<file path="src/rtl/mem_test_pkg.sv">
// Shared types for the memory sweep sequencer: FSM state encoding.
package mem_test_pkg;
  localparam int SEQ_STATE_W = 3;

  typedef enum logic [SEQ_STATE_W-1:0] {
    IDLE,
    CHECK,
    RD_ISSUE,
    RD_WAIT,
    WR_ISSUE,
    WR_WAIT,
    ADVANCE,
    FINISH
  } seq_state_t;
endpackage

</file>
<file path="src/rtl/mem_sweep_sequencer_if.sv">
// Start/address/size/done control bundle between the sweep sequencer and the AXI read/write masters.
interface mem_sweep_sequencer_if #(
  parameter int ADDR_W = 64,
  parameter int XFER_W = 32
) ();
  import mem_test_pkg::*;

  logic              rd_start;
  logic [ADDR_W-1:0] rd_addr;
  logic [XFER_W-1:0] rd_size;
  logic              rd_done;
  logic              wr_start;
  logic [ADDR_W-1:0] wr_addr;
  logic [XFER_W-1:0] wr_size;
  logic              wr_done;

  modport master (
    output rd_start, rd_addr, rd_size,
    input  rd_done,
    output wr_start, wr_addr, wr_size,
    input  wr_done
  );

  modport slave (
    input  rd_start, rd_addr, rd_size,
    output rd_done,
    input  wr_start, wr_addr, wr_size,
    output wr_done
  );
endinterface

</file>
<file path="src/rtl/mem_sweep_sequencer.sv">
// Sequences read-then-write steps across a memory region for a programmed number of passes,
// tracking completed steps, passes and busy cycles.
module mem_sweep_sequencer
  import mem_test_pkg::*;
#(
  parameter int C_M_AXI_ADDR_WIDTH = 64,
  parameter int C_XFER_SIZE_WIDTH  = 32,
  parameter int C_PASS_WIDTH       = 16,
  parameter int C_CYCLE_CNT_WIDTH  = 64
) (
  input  logic                          aclk,
  input  logic                          areset,
  input  logic                          ap_start,
  output logic                          ap_done,
  output logic                          busy,
  input  logic [C_M_AXI_ADDR_WIDTH-1:0] rd_base,
  input  logic [C_M_AXI_ADDR_WIDTH-1:0] wr_base,
  input  logic [31:0]                   addr_increment,
  input  logic [31:0]                   mem_max_addr,
  input  logic [C_XFER_SIZE_WIDTH-1:0]  xfer_size,
  input  logic [C_PASS_WIDTH-1:0]       num_passes,
  output logic [31:0]                   step_count,
  output logic [C_PASS_WIDTH-1:0]       pass_count,
  output logic [C_CYCLE_CNT_WIDTH-1:0]  cycle_count,
  mem_sweep_sequencer_if.master         m_ctrl
);
  localparam int AW    = C_M_AXI_ADDR_WIDTH;
  localparam int XW    = C_XFER_SIZE_WIDTH;
  localparam int PW    = C_PASS_WIDTH;
  localparam int CW    = C_CYCLE_CNT_WIDTH;
  // Two guard bits so offset+increment+xfer never wraps inside the compare.
  localparam int CMP_W = ((XW > 32) ? XW : 32) + 2;

  seq_state_t    state_q, state_d;
  logic [31:0]   offset_q, offset_d;
  logic [AW-1:0] rd_base_q, rd_base_d, wr_base_q, wr_base_d;
  logic [31:0]   incr_q, incr_d, max_q, max_d;
  logic [XW-1:0] xfer_q, xfer_d;
  logic [PW-1:0] passes_q, passes_d;
  logic [AW-1:0] rd_addr_q, rd_addr_d, wr_addr_q, wr_addr_d;
  logic [31:0]   step_q, step_d;
  logic [PW-1:0] pass_q, pass_d;
  logic [CW-1:0] cyc_q, cyc_d;

  logic [CMP_W-1:0] cur_end, next_off, next_end;
  logic [PW:0]      pass_inc, pass_target;
  logic             last_pass, busy_w;

  assign busy_w = state_q inside {CHECK, RD_ISSUE, RD_WAIT, WR_ISSUE, WR_WAIT, ADVANCE};

  always_comb begin
    state_d     = state_q;
    offset_d    = offset_q;
    rd_base_d   = rd_base_q;
    wr_base_d   = wr_base_q;
    incr_d      = incr_q;
    max_d       = max_q;
    xfer_d      = xfer_q;
    passes_d    = passes_q;
    rd_addr_d   = rd_addr_q;
    wr_addr_d   = wr_addr_q;
    step_d      = step_q;
    pass_d      = pass_q;
    cyc_d       = cyc_q;
    cur_end     = CMP_W'(offset_q) + CMP_W'(xfer_q);
    next_off    = CMP_W'(offset_q) + CMP_W'(incr_q);
    next_end    = next_off + CMP_W'(xfer_q);
    pass_inc    = {1'b0, pass_q} + (PW+1)'(1);
    pass_target = (passes_q == '0) ? (PW+1)'(1) : {1'b0, passes_q};
    last_pass   = (pass_inc == pass_target);

    if (busy_w && (cyc_q != '1)) begin
      cyc_d = cyc_q + CW'(1);
    end

    case (state_q)
      IDLE: begin
        if (ap_start) begin
          rd_base_d = rd_base;
          wr_base_d = wr_base;
          incr_d    = addr_increment;
          max_d     = mem_max_addr;
          xfer_d    = xfer_size;
          passes_d  = num_passes;
          offset_d  = '0;
          step_d    = '0;
          pass_d    = '0;
          cyc_d     = '0;
          state_d   = CHECK;
        end
      end
      CHECK: begin
        if ((xfer_q == '0) || (cur_end > CMP_W'(max_q))) begin
          state_d = FINISH;
        end else begin
          // Loaded on entry so the address is already valid alongside rd_start.
          rd_addr_d = rd_base_q + AW'(offset_q);
          state_d   = RD_ISSUE;
        end
      end
      RD_ISSUE: state_d = RD_WAIT;
      RD_WAIT: begin
        if (m_ctrl.rd_done) begin
          wr_addr_d = wr_base_q + AW'(offset_q);
          state_d   = WR_ISSUE;
        end
      end
      WR_ISSUE: state_d = WR_WAIT;
      WR_WAIT: begin
        if (m_ctrl.wr_done) begin
          state_d = ADVANCE;
        end
      end
      ADVANCE: begin
        step_d = step_q + 32'd1;
        if ((incr_q == '0) || (next_end > CMP_W'(max_q))) begin
          pass_d   = pass_inc[PW-1:0];
          offset_d = '0;
          state_d  = last_pass ? FINISH : CHECK;
        end else begin
          offset_d = next_off[31:0];
          state_d  = CHECK;
        end
      end
      FINISH:  state_d = IDLE;
      default: state_d = IDLE;
    endcase
  end

  always_ff @(posedge aclk) begin
    if (areset) begin
      state_q   <= IDLE;
      offset_q  <= '0;
      rd_base_q <= '0;
      wr_base_q <= '0;
      incr_q    <= '0;
      max_q     <= '0;
      xfer_q    <= '0;
      passes_q  <= '0;
      rd_addr_q <= '0;
      wr_addr_q <= '0;
      step_q    <= '0;
      pass_q    <= '0;
      cyc_q     <= '0;
    end else begin
      state_q   <= state_d;
      offset_q  <= offset_d;
      rd_base_q <= rd_base_d;
      wr_base_q <= wr_base_d;
      incr_q    <= incr_d;
      max_q     <= max_d;
      xfer_q    <= xfer_d;
      passes_q  <= passes_d;
      rd_addr_q <= rd_addr_d;
      wr_addr_q <= wr_addr_d;
      step_q    <= step_d;
      pass_q    <= pass_d;
      cyc_q     <= cyc_d;
    end
  end

  // Pulses are masked while reset is held so nothing launches in the reset cycle.
  assign ap_done         = (state_q == FINISH) && !areset;
  assign busy            = busy_w;
  assign m_ctrl.rd_start = (state_q == RD_ISSUE) && !areset;
  assign m_ctrl.wr_start = (state_q == WR_ISSUE) && !areset;
  assign m_ctrl.rd_addr  = rd_addr_q;
  assign m_ctrl.wr_addr  = wr_addr_q;
  assign m_ctrl.rd_size  = xfer_q;
  assign m_ctrl.wr_size  = xfer_q;
  assign step_count      = step_q;
  assign pass_count      = pass_q;
  assign cycle_count     = cyc_q;
endmodule

</file>
<file path="src/flat_wrapper.sv">
// flat-port wrapper written by rule: the top's interface ports become plain ports
module mem_sweep_sequencer_flat import mem_test_pkg::*;
#(
  parameter int C_M_AXI_ADDR_WIDTH = 64,
  parameter int C_XFER_SIZE_WIDTH  = 32,
  parameter int C_PASS_WIDTH       = 16,
  parameter int C_CYCLE_CNT_WIDTH  = 64
)
  (aclk, areset, ap_start, ap_done, busy, rd_base, wr_base, addr_increment, mem_max_addr, xfer_size, num_passes, step_count, pass_count, cycle_count, m_ctrl_rd_start, m_ctrl_rd_addr, m_ctrl_rd_size, m_ctrl_rd_done, m_ctrl_wr_start, m_ctrl_wr_addr, m_ctrl_wr_size, m_ctrl_wr_done);
  mem_sweep_sequencer_if #(.ADDR_W(64), .XFER_W(32)) m_ctrl_i ();
  input  logic aclk;
  input  logic areset;
  input  logic ap_start;
  output logic ap_done;
  output logic busy;
  input  logic [C_M_AXI_ADDR_WIDTH-1:0] rd_base;
  input  logic [C_M_AXI_ADDR_WIDTH-1:0] wr_base;
  input  logic [31:0] addr_increment;
  input  logic [31:0] mem_max_addr;
  input  logic [C_XFER_SIZE_WIDTH-1:0] xfer_size;
  input  logic [C_PASS_WIDTH-1:0] num_passes;
  output logic [31:0] step_count;
  output logic [C_PASS_WIDTH-1:0] pass_count;
  output logic [C_CYCLE_CNT_WIDTH-1:0] cycle_count;
  output wire logic [$bits(m_ctrl_i.rd_start)-1:0] m_ctrl_rd_start;
  output wire logic [$bits(m_ctrl_i.rd_addr)-1:0] m_ctrl_rd_addr;
  output wire logic [$bits(m_ctrl_i.rd_size)-1:0] m_ctrl_rd_size;
  input wire logic [$bits(m_ctrl_i.rd_done)-1:0] m_ctrl_rd_done;
  output wire logic [$bits(m_ctrl_i.wr_start)-1:0] m_ctrl_wr_start;
  output wire logic [$bits(m_ctrl_i.wr_addr)-1:0] m_ctrl_wr_addr;
  output wire logic [$bits(m_ctrl_i.wr_size)-1:0] m_ctrl_wr_size;
  input wire logic [$bits(m_ctrl_i.wr_done)-1:0] m_ctrl_wr_done;
  assign m_ctrl_rd_start = m_ctrl_i.rd_start;
  assign m_ctrl_rd_addr = m_ctrl_i.rd_addr;
  assign m_ctrl_rd_size = m_ctrl_i.rd_size;
  assign m_ctrl_i.rd_done = m_ctrl_rd_done;
  assign m_ctrl_wr_start = m_ctrl_i.wr_start;
  assign m_ctrl_wr_addr = m_ctrl_i.wr_addr;
  assign m_ctrl_wr_size = m_ctrl_i.wr_size;
  assign m_ctrl_i.wr_done = m_ctrl_wr_done;
  mem_sweep_sequencer #(.C_M_AXI_ADDR_WIDTH(C_M_AXI_ADDR_WIDTH), .C_XFER_SIZE_WIDTH(C_XFER_SIZE_WIDTH), .C_PASS_WIDTH(C_PASS_WIDTH), .C_CYCLE_CNT_WIDTH(C_CYCLE_CNT_WIDTH)) u_core (.aclk(aclk), .areset(areset), .ap_start(ap_start), .ap_done(ap_done), .busy(busy), .rd_base(rd_base), .wr_base(wr_base), .addr_increment(addr_increment), .mem_max_addr(mem_max_addr), .xfer_size(xfer_size), .num_passes(num_passes), .step_count(step_count), .pass_count(pass_count), .cycle_count(cycle_count), .m_ctrl(m_ctrl_i));
endmodule
</file>
<file path="config.mk">
export PLATFORM = sky130hd
export DESIGN_NAME = mem_sweep_sequencer_flat
export DESIGN_NICKNAME = d
export VERILOG_FILES = /design/src/rtl/mem_test_pkg.sv /design/src/rtl/mem_sweep_sequencer_if.sv /design/src/rtl/mem_sweep_sequencer.sv /design/src/flat_wrapper.sv
export SDC_FILE = /design/constraint.sdc
export NUM_CORES = 2
export LEC_CHECK = 0
export CAP_MARGIN = 20
export CELL_PAD_IN_SITES_DETAIL_PLACEMENT = 1
export CELL_PAD_IN_SITES_GLOBAL_PLACEMENT = 1
export CORE_MARGIN = 4
export CORE_UTILIZATION = 34
export CTS_CLUSTER_SIZE = 24
export DETAILED_ROUTE_END_ITERATION = 12
export GPL_TIMING_DRIVEN = 0
export MAX_ROUTING_LAYER = met4
export PLACE_DENSITY = 0.84
export SYNTH_ARGS = -nofsm -noshare
export SYNTH_HDL_FRONTEND = slang
export SYNTH_SLANG_ARGS = --single-unit
</file>
<file path="constraint.sdc">
create_clock -name aclk -period 20.4 [get_ports aclk]
set_input_delay 5.1 -clock aclk [delete_from_list [all_inputs] [get_ports aclk]]
set_output_delay 5.1 -clock aclk [all_outputs]
set_load 0.05 [all_outputs]
</file>
After elaboration in Yosys (flattened, before gate mapping)

Index checks and enable logic that the tools add are counted.

Output and inout bits: 308
Logic and storage cells: 74
Flip-flop bits (word level): 515

Magnitude comparators: 2
Multiplexer cells: 18
Equal/unequal tests: 13
Bitwise logic cells: 1
Add/sub/neg operators: 8
Reduce and logical (&&, ||, !) cells: 19

Operators with widths:

| kind                                                             | count |
|---|---|
| 64-bit 2-to-1 mux                                                | 3 |
| 64-bit by 32-bit adder with 64-bit output                        | 2 |
| 32-bit one-hot mux with 2 select lines                           | 2 |
| 34-bit by 32-bit > comparator with 1-bit output                  | 2 |
| 32-bit by 32-bit adder with 33-bit output                        | 2 |
| 64-bit by 1-bit adder with 64-bit output (second input constant) | 1 |
| 32-bit logical NOT                                               | 2 |
| 32-bit 2-to-1 mux                                                | 2 |
| 64-bit inequality test (second input constant)                   | 1 |
| 16-bit 2-to-1 mux                                                | 3 |
| 34-bit by 32-bit adder with 34-bit output                        | 1 |
| 32-bit by 1-bit adder with 32-bit output (second input constant) | 1 |
| 16-bit one-hot mux with 2 select lines                           | 1 |
| 3-bit one-hot mux with 8 select lines                            | 1 |
| 3-bit 2-to-1 mux                                                 | 6 |
| 16-bit by 1-bit adder with 17-bit output (second input constant) | 1 |
| 17-bit == test                                                   | 1 |
| 16-bit logical NOT                                               | 1 |
| 3-bit == test (second input constant)                            | 4 |
| 2-bit inequality test (second input constant)                    | 4 |
| 2-bit AND reduction                                              | 4 |
| 3-bit by 2-bit == test with 1-bit output (second input constant) | 2 |
| 3-bit AND reduction                                              | 2 |
| 6-bit nonzero test                                               | 1 |
| 7 further kinds                                                  | 11 |

Depth between registers and ports, before layout

Depth in word-level cells: 6
Gate-level depth with buffers: 35
Depth with buffers taken out: 33

Worst setup path after synthesis

OpenSTA, ideal clock, no wires.

Path kind: input port to output port
Start: input port areset
End: output port m_ctrl_rd_start
Slack: 8.237 ns
Arrival time: 7.063 ns
Stages on the path: 4
Cell sequence: clkbuf_1 -> clkbuf_1 -> buf_1 -> nor4_1

Cells in the longest elaborated chain, start to end: 2

Ends and longest elaborated chain:

| what              | RTL line                   | text |
|---|---|---|
| start, declared   | flat_wrapper.sv:12         | `input logic areset;` |
| 1-bit logical NOT | mem_sweep_sequencer.sv:165 | `assign m_ctrl.rd_start = (state_q == RD_ISSUE) && !areset;` |
| 1-bit logical AND | mem_sweep_sequencer.sv:165 |  |
| end, declared     | flat_wrapper.sv:25         | `output wire logic [$bits(m_ctrl_i.rd_start)-1:0] m_ctrl_rd_start;` |

No other way between the ends.

Final worst setup path

Ends and elaborated chain as after synthesis.

==> reports/metrics.cfg <==
[die]
die_x_um=307
dieArea_um2=94300
start_util_pct=34.4
core_area_um2=88500
die_h_um=307
rows=109
io_pins=553

[drt]
drc_errors=0
avgViaCountPerCell=5.45
drt_iter0_drc=2026
routed_wl_mm=129
wire_per_inst_um=22.5
drt_pass1_iterations=5
drtAntennaViolNets=0
vias=31300

[power_and_ir_drop]
leakage_nw=15.2
p_per_area_nw_per_um2=83.8
p_total_mw=3.33
peakVddDrop_mv=0.0675

[worst_setup_path]
critical_path_class=input port to output pin
crit_required_ns=15.30
cp-start-kind=input port
cp.arrival_ns=7.75
r2r_setup_slack_ns=11.11
crit_path_end_kind=output pin
crit_fanout=10

[synthesis]
yosys.area_share.simple_pct=22.7
ys.flop_type=dfxtp_1
yosys-top-cells-area=dfxtp_1 (34%), ha_1 (9.4%), nand2_1 (8.5%)
synth_top_cell_by_area=dfxtp_1
syn_inst=3896
yosysTopAreaCellShare_pct=33.9
ys_ff_latch=515
synth-warning-count=0
synth_cell_types=80
avgSynthCellArea_um2=7.81
synth_xor_area_share_pct=7.60
ys_seq_area_share_pct=33.9
synth_compound_area_share_pct=20.4
synth-edff-count=0
synthAdderAreaFrac_pct=9.75
synthMuxAreaShare_pct=1.07
synth_top_family_by_area=simple AND/OR/NAND/NOR gates
syn_area_um2=30400
synth_fp_nets=4375
async_flop_share_pct=0

[global_routing]
grt_use_total_pct=27.0
grt_remaining_overflow=0
grt_pass1_vias=31600
grt_pass1_wl_mm=193
grt_max_degree=18
antenna_found_initial=14

[finish]
area_growth_pct=30.6
drive_gt1_share_pct=4.57
final_nets=4997
post-route-util_pct=44.9
final_cell_mix=nand2_1 (687), clkdlybuf4s50_1 (551), dfxtp_1 (515)
finalInstanceArea_um2=39700
final_common_cell=nand2_1
fillers=10700

[timing]
finalSetupViolCount=0
final.period_utilization_pct=63.0
max_freq_mhz=77.8
finClkSkew_ns=0.0347
period_minus_slack_ns=12.85
tns_ns=0
relSlewSlack_pct=25.7
slew_violations=0
worst_pin_slew_ns=1.12
finalHoldViolations=0
rsz0062_at_grt=false

[cts]
cts_resized=0
cts_root_buf=clkbuf_16
cts.clk_slew.worst_paths_ns=0.06
cts_max_level=2
cts_tree=built
cts_hold_buf=0
cts_setup_buffers=0
cts_buffers=61
cts_buffer_depth=3
clock_latency_ns=0.66
clock_sinks=515

[job]
drv_cap=0

[placed_design]
dp_hpwl_mm=104
place_area_um2=37500
numPortBuffers=551
place_congestion=0.928

[outcome]
outcome=finished clean

[hold_path]
worstHoldPathType=flip-flop to flip-flop

## area by class of cell
class | count | area (µm²) | area share, %
Tap cell | 1165 | 1460 | 3.67
Buffer | 226 | 996 | 2.51
Clock inverter | 37 | 533 | 1.34
Multi-Input combinational cell | 3053 | 18700 | 47.1
Inverter | 102 | 383 | 0.964
Antenna cell | 15 | 37.5 | 0.0945
Timing Repair Buffer | 559 | 5600 | 14.1
Sequential cell | 515 | 10300 | 26.0
Clock buffer | 79 | 1680 | 4.24
## registers in the layout (all words and copies together) (netlist names)
name,cells
u_core.wr_base_q,64
u_core.cycle_count,64
u_core.step_count,32
u_core.passes_q,16
u_core.state_q,3
u_core.rd_base_q,64
u_core.m_ctrl.rd_addr,64
u_core.m_ctrl.wr_addr,64
u_core.m_ctrl.rd_size,32
u_core.pass_count,16
u_core.max_q,32
u_core.incr_q,32
u_core.offset_q,32
## critical path, stage by stage
cell             delay [ns]
clkbuf_1               0.12
clkbuf_1               0.30
buf_1                  0.48
nor4_1                 0.79
clkdlybuf4s50_1        0.96
## power by group
part	internal, mW	switching [mW]	leakage, nW
Sequential	1.09	0.0795	4.19
Clock	0.725	0.486	1.09
Combinational	0.334	0.618	9.94
Total	2.14	1.18	15.2
## synthesized netlist by cell type, types with 6 or more instances
| master | number |
|---|---|
| o21a_1 | 37 |
| o211ai_1 | 22 |
| a21oi_1 | 458 |
| and4_1 | 16 |
| nand3b_1 | 6 |
| nand4_1 | 73 |
| o31a_1 | 8 |
| or2_2 | 13 |
| clkbuf_1 | 175 |
| nor4_1 | 37 |
| mux2i_1 | 28 |
| xor2_1 | 93 |
| a22oi_1 | 33 |
| xnor2_1 | 171 |
| a21o_1 | 84 |
| nor3_1 | 59 |
| nand2_1 | 687 |
| nand3_1 | 123 |
| o21bai_1 | 29 |
| buf_4 | 35 |
| a211oi_1 | 88 |
| and3_1 | 46 |
| a311oi_1 | 8 |
| dfxtp_1 | 515 |
| o41ai_1 | 6 |
| and2_1 | 17 |
| a211o_1 | 10 |
| a31oi_1 | 10 |
| nor3b_1 | 7 |
| nand2b_1 | 20 |
| nor2_1 | 339 |
| o31ai_1 | 19 |
| o21ai_0 | 112 |
| nor2b_1 | 25 |
| buf_2 | 13 |
| or3_1 | 34 |
| nor4b_1 | 7 |
| o22ai_1 | 8 |
| ha_1 | 229 |
| inv_1 | 102 |
## final timing paths
| check | start | to | cells after the start |
|---|---|---|---|
| setup / recovery | areset | m_ctrl_rd_start | 5 |
| hold / removal | u_core.m_ctrl.wr_addr[9] | u_core.m_ctrl.wr_addr[9] | 2 |
| setup reg to reg | u_core.offset_q[1] | u_core.offset_q[8] | 32 |
| hold reg to reg | u_core.m_ctrl.wr_addr[9] | u_core.m_ctrl.wr_addr[9] | 2 |
## routing by layer
layer  up-vias  global-route usage, %  part of all wire [%]
met1     15300                   34.2                    45
met5         -                      -                     0
met4         0                   7.50                   3.0
met2       856                   44.9                    47
met3       192                   4.26                   5.4
li1      15000                      -                     -
## logic make-up after synthesis
group           after synthesis
mux                          32
compound gates              996
fa+ha+maj                   234
flops                       515
xor+xnor                    264
simple gates               1527
buf+inv                     328
## metrics by stage
| step | setup WS (ns) | hold slack, ns | instances |
|---|---|---|---|
| after floorplan | 8.24 | 0.436 | 3896 |
| after global placement | 7.48 | 0.442 | 5612 |
| after detailed placement | 7.48 | 0.446 | 5619 |
| after CTS | 7.48 | 0.453 | 5735 |
| after global routing | 7.42 | 0.468 | 5748 |
| final | 7.55 | 0.449 | 5751 |
Note: power is estimated with default switching activity, not from simulation.
